===== config.mk =====
export PLATFORM = sky130hd
export DESIGN_NAME = hazard_ctrl
export DESIGN_NICKNAME = d
export VERILOG_FILES = /design/src/rtl/pipeline_pkg.sv /design/src/rtl/hazard_ctrl_sat_counter.sv /design/src/rtl/hazard_ctrl.sv
export SDC_FILE = /design/constraint.sdc
export NUM_CORES = 1
export LEC_CHECK = 0
export ABC_AREA = 0
export CORE_MARGIN = 2
export CORE_UTILIZATION = 45
export CTS_CLUSTER_SIZE = 25
export DETAILED_ROUTE_END_ITERATION = 10
export PLACE_DENSITY = 0.77
export SLEW_MARGIN = 20
export SYNTH_ARGS = -nofsm -noshare
export SYNTH_HDL_FRONTEND = slang
export SYNTH_HIERARCHICAL = 1
export SYNTH_SLANG_ARGS = --single-unit

===== constraint.sdc =====
create_clock -name clk -period 2.2 [get_ports clk]
set_input_delay 0.22 -clock clk [delete_from_list [all_inputs] [get_ports clk]]
set_output_delay 0.22 -clock clk [all_outputs]
set_load 0.01 [all_outputs]

===== src/rtl/pipeline_pkg.sv =====
`default_nettype none
// ============================================================================
// Module      : pipeline_pkg
// Description : Types and constants shared by the RV32 hazard/bypass logic:
//               register index width, pipeline slot record, control mode.
// Revision    : 1.0 - initial release
// ============================================================================
package pipeline_pkg;

    localparam int REG_W = 5;

    // x0 is hard-wired to zero and never a bypass source
    localparam logic [REG_W-1:0] REG_ZERO = '0;

    // Destination-register metadata carried by every pipeline slot
    typedef struct packed {
        logic             valid;
        logic [REG_W-1:0] rd;
        logic             wb;
    } slot_t;

    // One control mode is chosen per cycle
    typedef enum logic [1:0] {
        NORMAL = 2'd0,
        STALL  = 2'd1,
        FLUSH  = 2'd2,
        FREEZE = 2'd3
    } mode_e;

    // A slot only writes the register file when it is real and targets rd != x0
    function automatic logic slot_writes(input slot_t s);
        return s.valid & s.wb & (s.rd != REG_ZERO);
    endfunction

endpackage
`default_nettype wire


===== src/rtl/hazard_ctrl_sat_counter.sv =====
`default_nettype none
// ============================================================================
// Module      : sat_counter
// Description : Up-counter that sticks at its maximum value instead of
//               wrapping. Asynchronous active-low reset.
// Revision    : 1.0 - initial release
// ============================================================================
module sat_counter #(
    parameter int W = 16
) (
    input  logic         clk,
    input  logic         rst_n,
    input  logic         inc,
    output logic [W-1:0] count
);

    // Count increment requests, holding at all-ones
    always_ff @(posedge clk or negedge rst_n) begin
        if (!rst_n) begin
            count <= '0;
        end else if (inc && (count != {W{1'b1}})) begin
            count <= count + 1'b1;
        end
    end

endmodule
`default_nettype wire


===== src/rtl/hazard_ctrl.sv =====
`default_nettype none
// ============================================================================
// Module      : hazard_ctrl
// Description : Producer side of the operand-bypass interface for the 5-stage
//               RV32 pipeline. Tracks rd metadata through ID/EX, EX/MEM and
//               MEM/WB, detects load-use hazards (one bubble), services branch
//               flushes and freezes on data-memory wait. Keeps saturating
//               bubble and flush statistics.
// Revision    : 1.0 - initial release
// ============================================================================
module hazard_ctrl #(
    parameter int REG_W = pipeline_pkg::REG_W,
    parameter int CNT_W = 16
) (
    input  logic             clk,
    input  logic             rst_n,
    input  logic             id_valid,
    input  logic [REG_W-1:0] id_rs1,
    input  logic [REG_W-1:0] id_rs2,
    input  logic             id_use_rs1,
    input  logic             id_use_rs2,
    input  logic [REG_W-1:0] id_rd,
    input  logic             id_reg_write,
    input  logic             id_mem_read,
    input  logic             ex_branch_taken,
    input  logic             mem_busy,
    output logic             stall_pc,
    output logic             stall_if_id,
    output logic             flush_if_id,
    output logic [REG_W-1:0] id_ex_rs1,
    output logic [REG_W-1:0] id_ex_rs2,
    output logic [REG_W-1:0] ex_mem_rd,
    output logic             ex_mem_wb,
    output logic [REG_W-1:0] mem_wb_rd,
    output logic             mem_wb_wb,
    output logic [CNT_W-1:0] bubble_cnt,
    output logic [CNT_W-1:0] flush_cnt
);

    import pipeline_pkg::*;

    // Bubbles carry all-zero fields so the forwarding unit never matches them
    localparam slot_t c_bubble = '{valid: 1'b0, rd: REG_ZERO, wb: 1'b0};

    // ID/EX slot: common slot record plus source indices and load flag
    slot_t            r_idex;
    logic [REG_W-1:0] r_idex_rs1;
    logic [REG_W-1:0] r_idex_rs2;
    logic             r_idex_mrd;

    slot_t            r_exmem;
    slot_t            r_memwb;

    logic             w_rs1_hit;
    logic             w_rs2_hit;
    logic             w_lu;
    mode_e            w_mode;

    // A load in EX whose rd is read by the instruction in ID
    assign w_rs1_hit = id_use_rs1 & (id_rs1 == r_idex.rd);
    assign w_rs2_hit = id_use_rs2 & (id_rs2 == r_idex.rd);
    assign w_lu      = r_idex.valid & r_idex_mrd & (r_idex.rd != REG_ZERO)
                     & id_valid & (w_rs1_hit | w_rs2_hit);

    // Mode select: memory wait beats redirect beats load-use; idle in reset
    always_comb begin
        w_mode = NORMAL;
        if (!rst_n) begin
            w_mode = NORMAL;
        end else if (mem_busy) begin
            w_mode = FREEZE;
        end else if (ex_branch_taken) begin
            w_mode = FLUSH;
        end else if (w_lu) begin
            w_mode = STALL;
        end
    end

    assign stall_pc    = (w_mode == FREEZE) | (w_mode == STALL);
    assign stall_if_id = (w_mode == FREEZE) | (w_mode == STALL);
    assign flush_if_id = (w_mode == FLUSH);

    assign id_ex_rs1 = r_idex_rs1;
    assign id_ex_rs2 = r_idex_rs2;
    assign ex_mem_rd = r_exmem.rd;
    assign ex_mem_wb = slot_writes(r_exmem);
    assign mem_wb_rd = r_memwb.rd;
    assign mem_wb_wb = slot_writes(r_memwb);

    // Advance, bubble or hold the three slots according to the mode
    always_ff @(posedge clk or negedge rst_n) begin
        if (!rst_n) begin
            r_idex     <= c_bubble;
            r_idex_rs1 <= '0;
            r_idex_rs2 <= '0;
            r_idex_mrd <= 1'b0;
            r_exmem    <= c_bubble;
            r_memwb    <= c_bubble;
        end else begin
            case (w_mode)
                FREEZE: begin
                    // Whole pipeline holds; a pending redirect waits in EX
                end
                FLUSH, STALL: begin
                    r_idex     <= c_bubble;
                    r_idex_rs1 <= '0;
                    r_idex_rs2 <= '0;
                    r_idex_mrd <= 1'b0;
                    r_exmem    <= r_idex;
                    r_memwb    <= r_exmem;
                end
                default: begin
                    r_idex.valid <= id_valid;
                    r_idex.rd    <= id_rd;
                    r_idex.wb    <= id_reg_write & id_valid;
                    r_idex_rs1   <= id_rs1;
                    r_idex_rs2   <= id_rs2;
                    r_idex_mrd   <= id_mem_read & id_valid;
                    r_exmem      <= r_idex;
                    r_memwb      <= r_exmem;
                end
            endcase
        end
    end

    sat_counter #(
        .W     (CNT_W)
    ) u_bubble_cnt (
        .clk   (clk),
        .rst_n (rst_n),
        .inc   (w_mode == STALL),
        .count (bubble_cnt)
    );

    sat_counter #(
        .W     (CNT_W)
    ) u_flush_cnt (
        .clk   (clk),
        .rst_n (rst_n),
        .inc   (w_mode == FLUSH),
        .count (flush_cnt)
    );

endmodule
`default_nettype wire


==> impl_results.md <==
- Critical R2R Capture: u_flush_cnt/count[15]
- GR Overflow Total: 0
- Pre-CTS WS: -0.222 ns
- Ys async rst share: 100%
- Number of enable flip-flop cells after synthesis: 0
- Final Worst Setup Slack: -0.183 ns
- Most frequent cells in the layout: clkdlybuf4s50_1 (76), dfrtp_1 (64), nand2_1 (42)
- Max Cap Viol: 0
- Cell area power density: 723 mW/mm²
- Power, Total: 0.00333 W
- Outcome: finished with violations
- Core Box Area: 0.00714 mm²
- Yosys Warn Count: 6
- Area Growth Syn to Fin: 41.6%
- Final period demand of the worst path: 2.38 ns
- Most common cell after layout, fill and taps aside: clkdlybuf4s50_1
- Mean post-synth cell area: 11.1 µm²
- Cell variety after synth: 40
- Max frequency: 0.420 GHz
- All-Layer GR Usage: 20.8%
- Worst R2R Setup Slack: -0.18 ns
- RR Startpoint: r_idex[4]
- Clk sink count: 64
- Die area: 0.00793 mm²
- Diode count: 0
- GPL Wtd Cong: 0.813
- Chip Height: 89.0 µm
- Post-DP HPWL: 5570 µm
- CTS root buf: clkbuf_8
- Clk buf depth: 2
- Worst vdd ir: 0.000518 V
- RSZ-0062 raised after global routing: true
- Sw Share: 31.7%
- Reg power frac: 46.8%
- CTS tree: yes
- Clk_lat worst skew: 0.34 ns
- Register-to-Register Path Depth: 10
- Final ANT Viol Nets: 0
- Worst setup path class: reg2reg
- Filler Cell Count: 576
- Clock power frac: 26.4%
- Net Switching: 0.00106 W
- Cts bufs inserted: 9
- Via/cell ratio: 5.42
- Comb power frac: 26.8%
- # setup viols final: 21
- Vias: 2,711
- Worst EP required: 2.43 ns
- Final net count: 425
- Sequential cell area fraction in the yosys report: 49.2%
- Mapped Cells: 293
- Port Buffers: 80
- Int Pwr: 0.00228 W
- Lkg Pwr: 1.98 nW
- Die W: 89.0 µm
- Initial DRC Count: 174
- WP data arrival: 2.61 ns
- Fin. max-slew vios: 0
- Top FF cell, synth: dfrtp_1
- Least-Margin Pin Slew: 0.536 ns
- Final hold slack: 0.0657 ns
- Share of cells above drive strength 1: 24.7%
- CTS H-tree lvls: 3
- Drc violations: 0
- CP endpoint kind: flip-flop
- Largest net degree at the start of global routing: 44
- Routed WL: 8020 µm
- HP Class: in2async
- Post-Syn Area: 0.00325 mm²
- Relative slew slack: 64.3%
- Clock Skew: 0.00321 ns
- Synthesized flop and latch total: 64
- Tcrit/Tclk final: 108%
- Initial antenna violation count: 0
- Vias in the first global route: 2,621
- Setup TNS: -1.27 ns
- CP Max Fanout: 5
- Row count: 31
- Mapped Nets: 322
- Worst Setup Start Kind: flip-flop
- Clk slew on worst S/H paths: 0.07 ns
- Endpoints failing hold: 0
- Failing checks: setup timing
- Ports: 81
- Routed len/inst: 16.0 µm
- First-pass GRT wire length: 12,600 µm
- DR pass1 iterations: 4
- Starting Density: 45.6%
-- Yosys cell counts (all sizes together) (5+ instances only) --
library cell | instances | share of area, %
a21oi | 6 | 0.92
a31oi | 6 | 1.2
and4 | 6 | 1.8
buf | 13 | 2.8
clkbuf | 6 | 0.69
dfrtp | 64 | 49
ha | 5 | 1.9
mux2 | 16 | 5.5
nand2 | 44 | 5.1
nand3 | 15 | 3.1
nand4 | 22 | 5.5
nor2 | 7 | 0.96
o21a | 10 | 2.3
o21ai | 21 | 3.2
xnor2 | 20 | 5.4
-- worst max-delay path, cell delays in order (launching register included) --
cell and delay (ns):
dfrtp_1 0.37, or4_1 0.51, nor2_1 0.12, nor4b_1 0.07, a22oi_1 0.17, ha_2 0.23, buf_6 0.12, nand4_1 0.15
nor4_4 0.23, and4b_1 0.23, a21oi_1 0.06
-- registers in the layout (all words and copies together), names as in the netlist --
name / flops
r_idex: 7
ex_mem_rd: 5
id_ex_rs1: 5
mem_wb_rd: 5
r_exmem: 2
u_bubble_cnt/count: 16
r_idex_mrd: 1
u_flush_cnt/count: 16
id_ex_rs2: 5
r_memwb: 2
-- stage by stage --
stage / utilization, % / cells / cell area, µm²
3_3_place_gp: 59.7 / 472 / 4260
6_report: 64.6 / 500 / 4610
4_1_cts: 63.6 / 496 / 4540
2_1_floorplan: - / 293 / 3300
3_5_place_dp: 59.7 / 472 / 4260
5_1_grt: 64.6 / 500 / 4610
-- timing repair --
action                     in CTS  in global routing
gates resized for setup        21                 15
cloned                          0                  1
setup endpoints to repair      19                 56
buffers inserted                7                  3
hold endpoints to repair       21                  0
pin swaps                       4                  3
hold buffers                    1                  0
-- cell type report --
type                            count  area [µm²]  area share, %
Clock buffer                       10         138           2.99
Clock inverter                      6        35.0          0.760
Inverter                            1        3.75         0.0814
Multi-Input combinational cell    209        1630           35.5
Sequential cell                    64        1600           34.7
Tap cell                           99         124           2.69
Timing Repair Buffer              111        1070           23.3
-- routing by layer --
layer	share of wire (%)	wire length, µm	vias up	GRT usage, %
li1	-	-	1277	-
met1	44	3540	1334	28.7
met2	49	3940	94	31.8
met3	5.7	457	6	5.08
met4	1.1	87	0	8.14
met5	0	0	-	0
-- how the worst max path moves through the flow --
stage	startpoint	end	slack, ns
2_1_floorplan	r_idex[4]	u_flush_cnt/count[15]	-0.07
3_3_place_gp	id_rs2[1]	u_bubble_cnt/count[15]	-0.13
3_5_place_dp	id_rs1[4]	u_bubble_cnt/count[14]	-0.22
4_1_cts	r_idex[4]	u_flush_cnt/count[15]	-0.21
5_1_grt	r_idex[4]	u_flush_cnt/count[15]	-0.37
6_report	r_idex[4]	u_flush_cnt/count[15]	-0.18
-- power groups by stage --
stage	combinational, W	sequential [W]	clock (W)
finish	0.000894	0.00156	0.000880
global route	0.000963	0.00159	0.000955
CTS	0.000867	0.00156	0.000891
detailed placement	0.000820	0.00158	0
global placement	0.000800	0.00157	0
floorplan	0.000333	0.00159	0
-- logic make-up (layout without fill, tap and decap cells) --
kind of cell               Yosys count  after routing  share of synthesized area (%)
and+or+nand+nor                    110            110                           22.0
DFF                                 64             64                           49.2
AOI/OAI and AO/OA                   54             54                           11.3
xor gates and xnor gates            24             24                           6.46
buffers and inverters               20            128                           3.61
muxes                               16             16                           5.54
adders and majority gates            5              5                           1.92
Note: power is estimated with default switching activity, not from simulation.
